`src/rtl/memory_types_pkg.sv`:
```
// Shared memory-port types: request/response packet and request source ID.
package memory_types_pkg;

    localparam int unsigned ADDR_W = 32;
    localparam int unsigned DATA_W = 32;

    typedef struct packed {
        logic [ADDR_W-1:0] addr;
        logic [DATA_W-1:0] data;
        logic              we;
    } mem_pkt_t;

    typedef enum logic {
        SRC_IMEM,
        SRC_DMEM
    } mem_src_t;

    // Source that wins a contested cycle, given the last accepted source.
    function automatic mem_src_t rr_other(input mem_src_t last);
        return (last == SRC_IMEM) ? SRC_DMEM : SRC_IMEM;
    endfunction

endpackage

```
`src/rtl/mem_port_arbiter_src_fifo.sv`:
```
// In-order record of which port issued each accepted request.
module src_fifo
    import memory_types_pkg::*;
#(
    parameter int unsigned DEPTH = 4,
    parameter int unsigned CNT_W = $clog2(DEPTH) + 1
) (
    input  logic             clk_i,
    input  logic             rst_ni,
    input  logic             push_i,
    input  mem_src_t         src_i,
    input  logic             pop_i,
    output mem_src_t         head_o,
    output logic             full_o,
    output logic             empty_o,
    output logic [CNT_W-1:0] count_o
);

    localparam int unsigned PTR_W = $clog2(DEPTH);

    mem_src_t         mem_q [DEPTH];
    logic [PTR_W-1:0] wptr_q, wptr_d;
    logic [PTR_W-1:0] rptr_q, rptr_d;
    logic [CNT_W-1:0] count_q, count_d;
    logic             do_push, do_pop;

    // Next-state: pointers wrap naturally at the power-of-2 depth.
    always_comb begin
        full_o  = (count_q == CNT_W'(DEPTH));
        empty_o = (count_q == '0);
        do_push = push_i & ~full_o;
        do_pop  = pop_i & ~empty_o;
        wptr_d  = wptr_q + PTR_W'(do_push);
        rptr_d  = rptr_q + PTR_W'(do_pop);
        count_d = count_q + CNT_W'(do_push) - CNT_W'(do_pop);
        head_o  = mem_q[rptr_q];
        count_o = count_q;
    end

    // Storage, pointers and occupancy.
    always_ff @(posedge clk_i or negedge rst_ni) begin
        if (!rst_ni) begin
            wptr_q  <= '0;
            rptr_q  <= '0;
            count_q <= '0;
            for (int i = 0; i < int'(DEPTH); i++) begin
                mem_q[i] <= SRC_IMEM;
            end
        end else begin
            wptr_q  <= wptr_d;
            rptr_q  <= rptr_d;
            count_q <= count_d;
            if (do_push) begin
                mem_q[wptr_q] <= src_i;
            end
        end
    end

endmodule

```
`src/rtl/mem_port_arbiter.sv`:
```
// Round-robin share of one memory port between imem and dmem, with in-order
// response routing back to the issuing port. No added latency on either path.
module mem_port_arbiter
    import memory_types_pkg::*;
#(
    parameter int unsigned MAX_OUTSTANDING = 4,
    parameter int unsigned CNT_W           = $clog2(MAX_OUTSTANDING) + 1
) (
    input  logic             clk,
    input  logic             rst_n,
    input  logic             imem_req_vld,
    output logic             imem_req_rdy,
    input  mem_pkt_t         imem_req,
    output logic             imem_rsp_vld,
    input  logic             imem_rsp_rdy,
    output mem_pkt_t         imem_rsp,
    input  logic             dmem_req_vld,
    output logic             dmem_req_rdy,
    input  mem_pkt_t         dmem_req,
    output logic             dmem_rsp_vld,
    input  logic             dmem_rsp_rdy,
    output mem_pkt_t         dmem_rsp,
    output logic             mem_req_vld,
    input  logic             mem_req_rdy,
    output mem_pkt_t         mem_req,
    input  logic             mem_rsp_vld,
    output logic             mem_rsp_rdy,
    input  mem_pkt_t         mem_rsp,
    output logic [CNT_W-1:0] outstanding,
    output logic             rsp_err
);

    mem_src_t         rr_last_q, rr_last_d;
    mem_src_t         winner;
    mem_src_t         head;
    logic             rsp_err_q, rsp_err_d;
    logic             fifo_full, fifo_empty;
    logic [CNT_W-1:0] count;
    logic             win_vld, slot_free, can_issue, accept, rsp_pop;

    src_fifo #(
        .DEPTH (MAX_OUTSTANDING),
        .CNT_W (CNT_W)
    ) u_src_fifo (
        .clk_i   (clk),
        .rst_ni  (rst_n),
        .push_i  (accept),
        .src_i   (winner),
        .pop_i   (rsp_pop),
        .head_o  (head),
        .full_o  (fifo_full),
        .empty_o (fifo_empty),
        .count_o (count)
    );

    // Request grant and mux; rr_last only advances on an accepted request.
    always_comb begin
        winner = rr_other(rr_last_q);
        if (imem_req_vld && !dmem_req_vld) begin
            winner = SRC_IMEM;
        end else if (dmem_req_vld && !imem_req_vld) begin
            winner = SRC_DMEM;
        end
        win_vld   = (winner == SRC_IMEM) ? imem_req_vld : dmem_req_vld;
        slot_free = (count < CNT_W'(MAX_OUTSTANDING));
        can_issue = mem_req_rdy & slot_free;
        // Valid is withheld when full so downstream never accepts an untracked request.
        mem_req_vld  = rst_n & win_vld & slot_free;
        mem_req      = (winner == SRC_IMEM) ? imem_req : dmem_req;
        imem_req_rdy = rst_n & can_issue & (winner == SRC_IMEM);
        dmem_req_rdy = rst_n & can_issue & (winner == SRC_DMEM);
        accept       = mem_req_vld & mem_req_rdy;
        rr_last_d    = accept ? winner : rr_last_q;
    end

    // Response demux by FIFO head; a response with nothing outstanding is drained.
    always_comb begin
        imem_rsp     = mem_rsp;
        dmem_rsp     = mem_rsp;
        imem_rsp_vld = 1'b0;
        dmem_rsp_vld = 1'b0;
        mem_rsp_rdy  = rst_n;
        if (!fifo_empty) begin
            if (head == SRC_IMEM) begin
                imem_rsp_vld = rst_n & mem_rsp_vld;
                mem_rsp_rdy  = rst_n & imem_rsp_rdy;
            end else begin
                dmem_rsp_vld = rst_n & mem_rsp_vld;
                mem_rsp_rdy  = rst_n & dmem_rsp_rdy;
            end
        end
        rsp_pop     = mem_rsp_vld & mem_rsp_rdy & ~fifo_empty;
        rsp_err_d   = rsp_err_q | (mem_rsp_vld & fifo_empty);
        outstanding = count;
        rsp_err     = rsp_err_q;
    end

    // Arbitration history and sticky protocol error.
    always_ff @(posedge clk or negedge rst_n) begin
        if (!rst_n) begin
            rr_last_q <= SRC_IMEM;
            rsp_err_q <= 1'b0;
        end else begin
            rr_last_q <= rr_last_d;
            rsp_err_q <= rsp_err_d;
        end
    end

endmodule

```
`config.mk`:
```
export PLATFORM = sky130hd
export DESIGN_NAME = mem_port_arbiter
export DESIGN_NICKNAME = d
export VERILOG_FILES = /design/src/rtl/memory_types_pkg.sv /design/src/rtl/mem_port_arbiter_src_fifo.sv /design/src/rtl/mem_port_arbiter.sv
export SDC_FILE = /design/constraint.sdc
export NUM_CORES = 1
export LEC_CHECK = 0
export ABC_AREA = 1
export BUFFER_PORTS_ARGS = -buffer_cell sky130_fd_sc_hd__buf_2
export CAP_MARGIN = 10
export CORE_AREA = 2 2 156 158
export CTS_CLUSTER_DIAMETER = 150
export DETAILED_ROUTE_END_ITERATION = 8
export DIE_AREA = 0 0 158 160
export GPL_ROUTABILITY_DRIVEN = 0
export PLACE_DENSITY_LB_ADDON = 0.15
export REMOVE_ABC_BUFFERS = 1
export SYNTH_ARGS = -nofsm -noshare
export SYNTH_HDL_FRONTEND = slang
export SYNTH_SLANG_ARGS = --single-unit
export TNS_END_PERCENT = 20
```
`constraint.sdc`:
```
create_clock -name clk -period 2.3 [get_ports clk]
set_input_delay 0.23 -clock clk [delete_from_list [all_inputs] [get_ports clk]]
set_output_delay 0.23 -clock clk [all_outputs]
set_load 0.01 [all_outputs]
```
# After elaboration in Yosys (flattened, before gate mapping)
# Index checks and enable logic that the tools add are counted.
# totals
ff_bits	13
input_bits	203
elab_cells	62
# classes
n_addsub	4
order_cmp	4
eq_ne	1
n_mux	17
bitwise_logic	21
n_reduce_logical	6
# ops
op	count
65-bit two-way mux	1
1-bit bitwise AND	15
1-bit two-way mux	13
3-bit greater-or-equal comparator (second input constant)	2
2-bit inverter with 3-bit output	2
2-bit by 1-bit adder with 2-bit output	2
4-bit bitwise mux	1
3-bit by 1-bit adder with 3-bit output	1
3-bit equality test (second input constant)	1
1-bit logical AND	3
3-bit zero test	1
3-bit by 1-bit < comparator with 1-bit output (second input constant)	1
3-bit < comparator (second input constant)	1
1-bit inverter	3
3-bit by 1-bit subtractor with 3-bit output	1
1-bit binary-select mux with 2-bit select	1
1-bit demux with 2-bit select	1
1-bit zero test	2
1-bit OR	1

# Logic depth before layout (Yosys ltp)
# Gate-level depths: netlist (run 1).
# logic_depth
word_depth	11
mapped_depth	13

# Hierarchy
# From an unflattened synthesis (run 1), not the netlist that was laid out.
# unflattened
cells_unflattened	454
area_unflattened_um2	2746.4
# by_module_without_submodules
module	instances	cells_per_inst	area_per_inst_um2	seq_area_each_um2
mem_port_arbiter	1	382	2150.8	50.0
src_fifo	1	72	595.6	275.3

# Worst setup path before layout (run 1)
# OpenSTA, ideal clock, no wires.
# synth_path
path_type	reg2reg
start	register u_src_fifo.count_q[1], in the netlist u_src_fifo.count_o[1]
end	register u_src_fifo.count_q[2], in the netlist u_src_fifo.count_o[2]
t_arrival_ns	1.761
required_ns	2.177
path_slack_ns	0.417
path_stages_with_launch	10
path_buffers	0
synth_period_minus_slack_ns	1.883
cell_sequence	dfrtp_1 > nor3_1 > nor3_4 > nand2_1 > nand2_1 > nand2_1 > ha_1 > inv_1 > fa_1 > xnor2_1
# synth_between
elab_chain_len	6
elab_cells_between_ends	14
classes_between	add/sub: 2; order compare: 1; eq/ne: 1; mux: 1; bitwise: 8; reduce/logical: 1
# synth_rtl
item	line	rtl
start: declaration	mem_port_arbiter_src_fifo.sv:24	logic [CNT_W-1:0] count_q, count_d;
start signal: assignment	mem_port_arbiter_src_fifo.sv:52	count_q <= count_d;
3-bit < comparator or 3-bit zero test (tied branches)	mem_port_arbiter.sv:65, mem_port_arbiter_src_fifo.sv:30	
1-bit bitwise AND or 1-bit two-way mux (tied branches)	mem_port_arbiter.sv:68, mem_port_arbiter.sv:83	
1-bit bitwise AND, on equally long branches	mem_port_arbiter.sv:72, mem_port_arbiter.sv:92	
1-bit bitwise AND, on equally long branches	mem_port_arbiter_src_fifo.sv:31, mem_port_arbiter.sv:92	
3-bit by 1-bit adder with 3-bit output or 1-bit bitwise AND (tied branches)	mem_port_arbiter_src_fifo.sv:35, mem_port_arbiter_src_fifo.sv:32	
3-bit by 1-bit subtractor with 3-bit output *	mem_port_arbiter_src_fifo.sv:35	count_d = count_q + CNT_W'(do_push) - CNT_W'(do_pop);
via u_src_fifo.count_d[2]	mem_port_arbiter_src_fifo.sv:24	
# The timed path passes the listed nets; every way through them passes the cells marked *.
# A chain may end at the register's enable or synchronous reset.

# Final worst setup path (run 1)
# layout_path
start	input rst_n
end	register u_src_fifo.count_q[1], in the netlist u_src_fifo.count_o[1]
# layout_between
elab_chain_len	7
elab_cells_between_ends	13
classes_between	add/sub: 2; mux: 2; bitwise: 9
# layout_rtl
item	line	rtl
start: declaration	mem_port_arbiter.sv:10	input logic rst_n,
parallel branches: the longest is 6 deep, another holds 3-bit by 1-bit adder with 3-bit output	n/a	
3-bit by 1-bit subtractor with 3-bit output *	mem_port_arbiter_src_fifo.sv:35	
via u_src_fifo.count_d[1]	mem_port_arbiter_src_fifo.sv:24	
# Mark *: on every way through the listed nets, which the timed path passes.

==> results of run 1 <==
final cells by class:
type / count / share of cell area
Clock buffer: 4 / 0.0259
Tap cell: 324 / 0.133
Inverter: 12 / 0.0148
Timing Repair Buffer: 218 / 0.369
Multi-Input combinational cell: 252 / 0.350
Sequential cell: 13 / 0.107
Antenna cell: 1 / 0.000823
metal layers:
| layer | vias up | global-route usage | share of wire |
|---|---|---|---|
| met3 | 17 | 0.207 | 0.33 |
| li1 | 1294 | - | - |
| met5 | - | 0.0952 | 0.014 |
| met2 | 402 | 0.209 | 0.42 |
| met1 | 1111 | 0.0844 | 0.23 |
| met4 | 6 | 0.0115 | 0.0047 |
flip-flops by register name, summed over array words and instances, names as in the netlist:
register            count
u_src_fifo.count_o      3
u_src_fifo.wptr_q       2
rsp_err                 1
u_src_fifo.mem_q        4
rr_last_q               1
u_src_fifo.rptr_q       2
power by group through the flow:
stage               clock (mW)  sequential, mW  combinational (mW)
global route             0.358           0.471                1.74
detailed placement           0           0.453                1.55
global placement             0           0.449                1.60
floorplan                    0           0.437               0.858
finish                   0.337           0.447                1.52
CTS                      0.345           0.450                1.56
how the worst min path moves through the flow:
stage                      startpoint                         endpoint  slack [ps]  cells after the start
final                     mem_rsp_vld                rsp_err$_DFF_PN0_         220                      2
after global placement          rst_n  u_src_fifo.count_o[1]$_DFF_PN0_         200                      2
after detailed placement        rst_n  u_src_fifo.count_o[1]$_DFF_PN0_         200                      2
after floorplan                 rst_n            rr_last_q$_DFFE_PN0P_         -70                      0
after global routing      mem_rsp_vld                rsp_err$_DFF_PN0_         210                      2
after CTS                 mem_rsp_vld                rsp_err$_DFF_PN0_         200                      2
stage by stage:
step / instance area, sq um / TNS (ps) / setup WS (ps)
floorplan: 1430 / -44570 / -730
global placement: 2950 / 0 / 289
detailed placement: 2950 / 0 / 301
CTS: 3040 / 0 / 171
global route: 3040 / 0 / 26.9
finish: 3040 / 0 / 168
logic make-up after synthesis:
group                      Yosys count
buffers and inverters              156
AOI/OAI and AO/OA                   10
DFF                                 13
xor gates and xnor gates             3
and+or+nand+nor                    236
adders and majority gates            3
critical path, stage by stage:
cell	delay, ps
dlygate4sd3_1	520
buf_2	110
inv_1	90
nor2_1	160
nand2_1	160
nor2_2	260
ha_1	190
inv_1	50
fa_1	470
inv_1	40
layout by cell type, fill, tap and decap left out, drive strengths merged, types with 2 or more instances in the layout:
master and count:
buf 217, clkbuf 4, dfrtp 13, ha 2
inv 12, nand2 216, nand3 9, nor2 6
nor3 3, o21ai 8, xnor2 2
==> impl_metrics.csv, run 1 <==
group,metric,value,unit
run_status,status,"finished clean",
final_layout,areaGrowthSynthToFinish,22.5,%
critical_path,arrival,2270,ps
pwr,p_clk_frac,0.146,
timing,hold_slack,216,ps
timing,slew_viol_final,0,
critical_path,critical_path.max_fanout,6,
clocking,cts_setup_buffers,0,
yosys,synth_compound_area_frac,0.0227,
clocking,clkTransAtPathRegs,50,ps
detailed_routing,dr.pass1.iters,4,
critical_path,start_kind,"input pin",
yosys,yosys_register_bits,13,
final_layout,post-route-util,0.128,
global_routing,first_global_vias,2841,
floorplanning,design.core.area,23800,sq um
timing,finClkSkew,1.12,ps
detailed_routing,vias,2830,
timing,rsz0062_at_grt,"no",
placed_design,dpl.hpwl,16.3,mm
global_routing,grt_pass1_wl,23.3,mm
yosys,synth_fa_ha_area_frac,0.0181,
pwr,ir_drop,0.000216,V
critical_path,regToRegEndpoint,"u_src_fifo.count_o[1]$_DFF_PN0_",
final_layout,multiInputGateArea,1060,sq um
critical_path,end_kind,"flip-flop",
critical_path,cp-startpoint,"rst_n",
yosys,synth_xor_area_frac,0.0106,
timing,max_freq,469,MHz
global_routing,grtUsageTotal,0.136,
worst_hold_path,hp-class,"in -> reg",
final_layout,fin_nets,706,
final_layout,seq_area,325,sq um
yosys,synthTopCellsByCount,"nand2_1 (215), buf_4 (135), dfrtp_1 (13)",
yosys,avgSynthCellArea,5.90,sq um
timing,post-route-min-period,2130,ps
yosys,synthSimpleGateAreaFrac,0.374,
clocking,clock-root-buffer,"clkbuf_16",
final_layout,drive_gt1_frac,0.453,
floorplanning,rows,57,
yosys,synth_top_family_by_area,"buffers and inverters",
critical_path,rrSetupSlack,310,ps
yosys,yosysTopAreaCell,"buf_4",
detailed_routing,totalWireLength,18.2,mm
pwr,sw_frac_of_total,0.487,
clocking,cts_tree,"done",
yosys,ys_types,25,
yosys,synthFlopType,"dfrtp_1",
pwr,pwr-share-comb,0.660,
clocking,clk_latency,250,ps
yosys,yosysMostFrequentCell,"nand2_1",
yosys,synth_top_area_frac,0.408,
floorplanning,io_pins,408,
final_layout,final_cells,824,
global_routing,gr-total-overflow,0,
critical_path,path_class,"in -> reg",
pwr,powerDensity,757,nW/um^2
timing,tightest_slew,498,ps
floorplanning,start_util,0.104,
pwr,power.switching,1.12,mW
yosys,synth.area.mux_share,0,
run,cap_violations,0,
clocking,cts_sinks,13,
global_routing,antenna_found_initial,1,
global_routing,grt_max_degree,45,
detailed_routing,routedWlPerCell,22.0,um
critical_path,cp-endpoint,"u_src_fifo.count_o[1]$_DFF_PN0_",
yosys,synth_cells,421,
placed_design,port_buffers,212,
floorplanning,fp.dieH,160,um
timing,slew_headroom,0.666,
yosys,synthArstFlopShare,1.00,
clocking,cts_resized,0,
clocking,cts_buffers,3,
pwr,finalPower,2.30,mW
yosys,ys_warn_count,0,
pwr,p_seq_frac,0.194,
detailed_routing,viasPerCell,3.43,
critical_path,cp.required,2440,ps
yosys,synth_area_leaders,"buf_4 (41%), nand2_1 (33%), dfrtp_1 (13%)",
yosys,syn_area,2480,sq um
clocking,max-clock-path-buffers,2,
critical_path,reg2reg_depth,9,
floorplanning,die_area,25300,sq um
detailed_routing,drt_iter0_markers,147,
clocking,htreeDepth,1,
pwr,p_leak,1.85,nW
timing,finalHoldViolCount,0,
floorplanning,dieWidth,158,um
timing,setup_viol,0,
timing,period_share,0.927,
yosys,yosysSeqAreaShare,0.131,
pwr,p_int,1.18,mW
detailed_routing,drtAntennaViolNets,0,
clocking,cts_hold_buf,1,
yosys,synth-edff-count,0,
final_layout,fillCellCount,2877,
detailed_routing,drc,0,
critical_path,rr_startpoint,"u_src_fifo.count_o[1]$_DFF_PN0_",
placed_design,post-place-cells,818,
(Power assumes the default switching activity.)
==> run 2: changes to the inputs <==
CORE_AREA = 3 3 157 159   (was 2 2 156 158)
DIE_AREA = 0 0 160 162   (was 0 0 158 160)
==> run 2 against run 1 <==
Against the previous run: design area is 0.21% higher; critical path depth stayed put; fmax is 3.2% higher; largest power group unchanged.
==> impl_metrics.csv, run 2 (same netlist as run 1, synthesis figures left out) <==
group,metric,value,unit
pwr,p_leak,1.86,nW
pwr,power.switching,1.13,mW
pwr,pwr-share-comb,0.662,
clocking,clkTransAtPathRegs,50,ps
floorplanning,fp.dieH,162,um
critical_path,cp.required,2430,ps
timing,slew_viol_final,0,
final_layout,areaGrowthSynthToFinish,22.8,%
final_layout,seq_area,325,sq um
critical_path,arrival,2200,ps
floorplanning,die_area,25900,sq um
critical_path,end_kind,"flip-flop",
global_routing,grtUsageTotal,0.131,
placed_design,port_buffers,212,
timing,slew_headroom,0.755,
floorplanning,start_util,0.106,
timing,tightest_slew,368,ps
floorplanning,design.core.area,23400,sq um
global_routing,gr-total-overflow,0,
pwr,sw_frac_of_total,0.485,
final_layout,fin_nets,708,
pwr,ir_drop,0.000242,V
final_layout,final_common_cell,"nand2_1",
worst_hold_path,hp-class,"in -> reg",
timing,period_share,0.898,
critical_path,path_class,"in -> reg",
clocking,htreeDepth,1,
final_layout,largest_reg_flops,4,
timing,post-route-min-period,2070,ps
global_routing,antenna_found_initial,0,
critical_path,crit_cells,10,
clocking,cts_setup_buffers,0,
final_layout,fillCellCount,2841,
global_routing,grt_util_met1,0.108,
global_routing,busiest_layer,"met3",
clocking,cts_buffers,3,
pwr,finalPower,2.32,mW
placed_design,place_area,2960,sq um
final_layout,post-route-util,0.130,
detailed_routing,drtAntennaViolNets,0,
run_status,status,"finished clean",
timing,max_freq,484,MHz
worst_hold_path,min_path_cells,2,
detailed_routing,drt_iter0_markers,101,
floorplanning,dieWidth,160,um
final_layout,multiInputGateArea,1060,sq um
detailed_routing,drc,0,
critical_path,critPathMaxStageDelay,530,ps
critical_path,critPathTopFamily,"buffers and inverters",
timing,finClkSkew,3.99,ps
critical_path,reg2reg_depth,12,
final_layout,regMostFlops,"u_src_fifo.mem_q",
detailed_routing,vias,2826,
final_layout,final_cell_area,3050,sq um
global_routing,globalRouteMet3Util,0.187,
pwr,p_int,1.20,mW
placed_design,dpl.hpwl,16.3,mm
critical_path,slowest_stage,"dlygate4sd3_1",
global_routing,grt_max_degree,36,
clocking,cts_sinks,13,
global_routing,first_global_vias,2793,
global_routing,grt.met2_usage,0.178,
detailed_routing,totalWireLength,18.2,mm
detailed_routing,viasPerCell,3.45,
clocking,clock-root-buffer,"clkbuf_16",
floorplanning,rows,56,
critical_path,critical_path.max_fanout,6,
final_layout,antennaDiodeCount,0,
timing,finalHoldViolCount,0,
final_layout,layout.cells.most_common_list,"nand2_1 (215), buf_2 (212), dfrtp_1 (13)",
clocking,clk_latency,240,ps
floorplanning,io_pins,408,
critical_path,crit_top_cell,"inv_1",
clocking,max-clock-path-buffers,2,
clocking,cts_tree,"done",
critical_path,start_kind,"input pin",
detailed_routing,routedWlPerCell,22.2,um
detailed_routing,dr.pass1.iters,4,
pwr,p_clk_frac,0.145,
pwr,powerDensity,762,nW/um^2
timing,tns,0,ps
pwr,p_seq_frac,0.193,
timing,rsz0062_at_grt,"no",
global_routing,grt_pass1_wl,23.7,mm
critical_path,crit_chain,"dlygate4sd3_1, buf_2, inv_1, nor2_1, nand2_1, nor2_2, ha_1, inv_1, fa_1, xnor2_1",
critical_path,worst-path-buf-inv,4,
run,cap_violations,0,
final_layout,drive_gt1_frac,0.455,
timing,setup_viol,0,
-- run 2: changes by cell type in the layout (fill, tap and decap cells not counted), sizes merged --
cell,change
buf,+2
diode,-1
-- run 2: stage by stage --
stage                     worst slack [ps]  hold slack, ps  instances
final                                  234             213        820
after global placement                 315             200        815
after global routing                  78.8             209        820
after CTS                              191             207        820
after detailed placement               331             201        815
after floorplan                       -730           -65.6        277
-- run 2: layout make-up --
type | instances | area share
Timing Repair Buffer | 220 | 0.373
Inverter | 12 | 0.0148
Tap cell | 319 | 0.131
Clock buffer | 4 | 0.0259
Sequential cell | 13 | 0.107
Multi-Input combinational cell | 252 | 0.349
-- run 2: path summary, 6_finish.rpt --
path / startpoint / slack, ps / to
worst max register to register: u_src_fifo.rptr_q[0]$_DFF_PN0_ / 370 / u_src_fifo.count_o[2]$_DFF_PN0_
max in group asynchronous: rst_n / 1640 / u_src_fifo.mem_q[2]$_DFFE_PN0P_
worst min-delay path: mem_rsp_vld / 210 / rsp_err$_DFF_PN0_
min in group asynchronous: rst_n / 490 / u_src_fifo.count_o[1]$_DFF_PN0_
worst max-delay path: rst_n / 230 / u_src_fifo.count_o[2]$_DFF_PN0_
worst min register to register: rsp_err$_DFF_PN0_ / 450 / rsp_err$_DFF_PN0_
-- run 2: timing repair --
item / in CTS / in global routing
hold buffers: 1 / 0
resized for setup: 0 / 0
endpoints found under the hold margin: 13 / 0
-- run 2: layer usage --
metal  vias up  part of all wire
met2       382              0.39
met4        10            0.0058
met1      1118              0.28
met5         -             0.023
li1       1298                 -
met3        18              0.30
-- run 2: power groups by stage --
stage                     sequential, mW  combinational, mW  clock, mW
final                              0.448               1.54      0.338
after global routing               0.467               1.76      0.358
after CTS                          0.450               1.59      0.342
after detailed placement           0.452               1.59          0
after global placement             0.453               1.63          0
after floorplan                    0.437              0.858          0
==> run 3: changes to the inputs <==
ABC_AREA = default   (was 1)
CORE_AREA = 3 3 158 160   (was 3 3 157 159)
DIE_AREA = 0 0 161 163   (was 0 0 160 162)
SLEW_MARGIN = 25   (was default)
==> run 3 against run 2 <==
Against the previous run: the flow now finishes with violations (negative hold slack, negative setup slack); sequential share of layout area is 0.32 points lower; design area is 3.1% higher; sequential cell count stayed put; sequential power is 2% lower; largest cell class unchanged; fmax is 14% lower; count of clock-buffer cells in the layout stayed put; critical path type is now reg -> reg; synthesized area is 2.8% lower; worst hold slack worse by 220 ps.
==> impl_metrics.csv, run 3 <==
group,metric,value,unit
yosys,synth-edff-count,0,
yosys,ys_types,30,
placed_design,dpl.hpwl,19.8,mm
final_layout,largest_reg_flops,4,
final_layout,fin_nets,567,
final_layout,post-route-util,0.133,
global_routing,grt_pass1_wl,26.1,mm
critical_path,cp.required,2420,ps
yosys,avgSynthCellArea,9.28,sq um
final_layout,antennaDiodeCount,0,
detailed_routing,totalWireLength,21.0,mm
timing,worst_slack,-95.0,ps
timing,finalHoldViolCount,9,
final_layout,areaGrowthSynthToFinish,30.2,%
yosys,synthArstFlopShare,1.00,
yosys,yosysSeqAreaShare,0.135,
critical_path,arrival,2520,ps
timing,finClkSkew,0.725,ps
timing,setup_viol,2,
final_layout,final_common_cell,"buf_2",
detailed_routing,routedWlPerCell,31.0,um
critical_path,start_kind,"flip-flop",
timing,max_freq,418,MHz
run_status,violations,"negative hold slack, negative setup slack",
run_status,status,"complete, but fails checks",
floorplanning,design.core.area,23500,sq um
global_routing,grt_max_degree,34,
clocking,max-clock-path-buffers,2,
final_layout,final_cells,679,
detailed_routing,viasPerCell,3.43,
timing,slew_headroom,0.760,
placed_design,dp_worst_setup_slack,-112,ps
timing,tightest_slew,356,ps
timing,slew_viol_final,0,
yosys,yosysMostFrequentCell,"buf_4",
yosys,synthTopCellsByCount,"buf_4 (132), mux2_2 (67), dfrtp_1 (13)",
timing,period_share,1.04,
yosys,synthFlopType,"dfrtp_1",
final_layout,multiInputGateArea,1080,sq um
detailed_routing,drt_iter0_markers,73,
clocking,clock-root-buffer,"clkbuf_16",
timing,rsz0062_at_grt,"yes",
yosys,synth_cells,260,
detailed_routing,drc,0,
clocking,htreeDepth,1,
global_routing,antenna_found_initial,0,
pwr,powerDensity,810,nW/um^2
yosys,ys_warn_count,0,
critical_path,path_class,"reg -> reg",
timing,tns,-99.2,ps
clocking,cts_sinks,13,
final_layout,fillCellCount,2754,
clocking,clkTransAtPathRegs,50,ps
final_layout,regMostFlops,"u_src_fifo.mem_q",
global_routing,first_global_vias,2560,
yosys,yosysTopAreaCell,"buf_4",
pwr,ir_drop,0.000247,V
floorplanning,fp.dieH,163,um
floorplanning,dieWidth,161,um
detailed_routing,dr.pass1.iters,4,
floorplanning,start_util,0.102,
timing,hold_slack,-11.3,ps
detailed_routing,vias,2331,
pwr,p_leak,1.54,nW
yosys,syn_area,2410,sq um
global_routing,gr-total-overflow,0,
timing,post-route-min-period,2400,ps
floorplanning,die_area,26200,sq um
clocking,clk_latency,240,ps
clocking,cts_buffers,3,
placed_design,post-place-cells,669,
detailed_routing,drtAntennaViolNets,0,
critical_path,critical_path.max_fanout,3,
yosys,synth_top_area_frac,0.411,
clocking,cts_tree,"done",
yosys,yosys_register_bits,13,
placed_design,port_buffers,212,
run,cap_violations,0,
worst_hold_path,hp-class,"in -> async",
critical_path,end_kind,"flip-flop",
final_layout,drive_gt1_frac,0.858,
final_layout,layout.cells.most_common_list,"buf_2 (212), mux2_2 (67), buf_4 (18)",
floorplanning,rows,56,
floorplanning,io_pins,408,
global_routing,grtUsageTotal,0.151,
yosys,synth_area_leaders,"buf_4 (41%), mux2_2 (31%), dfrtp_1 (13%)",
final_layout,seq_area,325,sq um
[run 3: changes by cell type after synthesis, sizes merged, moves of 3 or more]
cell / delta
buf: -5
inv: -8
mux2: +67
nand2: -214
nand3: -8
o21ai: -7
xor2: +3
[run 3: area by class of cell]
class                      instances  share of cell area
timing repair buffer             233               0.397
multi-input combinational        106               0.343
tap                              319               0.127
sequential                        13               0.104
clock buffer                       4              0.0251
inverter                           4             0.00478
[run 3: final timing paths]
kind / slack [ps] / startpoint / end / cells past startpoint
max in group asynchronous: 1650 / rst_n / rr_last_q$_DFFE_PN0P_ / 2
min in group clk: 240 / mem_rsp_vld / rsp_err$_DFF_PN0_ / 3
setup reg to reg: -100 / u_src_fifo.rptr_q[0]$_DFF_PN0_ / u_src_fifo.count_o[2]$_DFF_PN0_ / 9
hold reg to reg: 470 / u_src_fifo.rptr_q[1]$_DFF_PN0_ / u_src_fifo.rptr_q[1]$_DFF_PN0_ / 1
setup / recovery: -100 / u_src_fifo.rptr_q[0]$_DFF_PN0_ / u_src_fifo.count_o[2]$_DFF_PN0_ / 9
hold / removal: -10 / rst_n / rsp_err$_DFF_PN0_ / 2
[run 3: stage by stage]
stage	instance area, sq um	power (mW)
after floorplan	1400	1.37
after global placement	2990	2.15
after detailed placement	2990	2.16
after CTS	3080	2.52
after global routing	3140	2.74
final	3140	2.55
[run 3: layer usage]
metal  track usage  share of wire
met5         0.102          0.016
met3         0.212           0.30
met1         0.118           0.27
met2         0.213           0.39
met4        0.0235          0.016
[run 3: report_power, final]
group          internal [mW]  leakage [nW]  total, mW  switching [mW]
Combinational          0.935          1.35       1.77           0.834
Sequential             0.345         0.151      0.441          0.0965
Clock                  0.234        0.0382      0.336           0.101
Total                   1.51          1.54       2.55            1.03
[run 3: logic make-up (layout without fill, tap and decap cells)]
| family | after synthesis | count (layout) | share of synthesized area |
|---|---|---|---|
| compound gates | 8 | 8 | 0.0233 |
| xor+xnor | 6 | 6 | 0.0218 |
| fa+ha+maj | 3 | 3 | 0.0187 |
| buf+inv | 141 | 241 | 0.427 |
| flops | 13 | 13 | 0.135 |
| mux | 69 | 69 | 0.328 |
| simple gates | 20 | 20 | 0.0462 |
[run 3: what timing repair did]
item | CTS | global route
hold buffers | 1 | 0
hold endpoints to repair | 4 | 0
setup buffers | 0 | 5
resized for setup | 0 | 2
pin swaps | 1 | 2
endpoints found under the setup margin | 3 | 28
[run 3: critical path, stage by stage, from the launching register on]
cell     delay (ps)
dfrtp_1         380
mux4_2          560
mux2i_2         190
nor2_2          150
xor2_1          160
ha_1            160
inv_1            50
fa_2            350
xnor2_2         140
xnor2_1         130
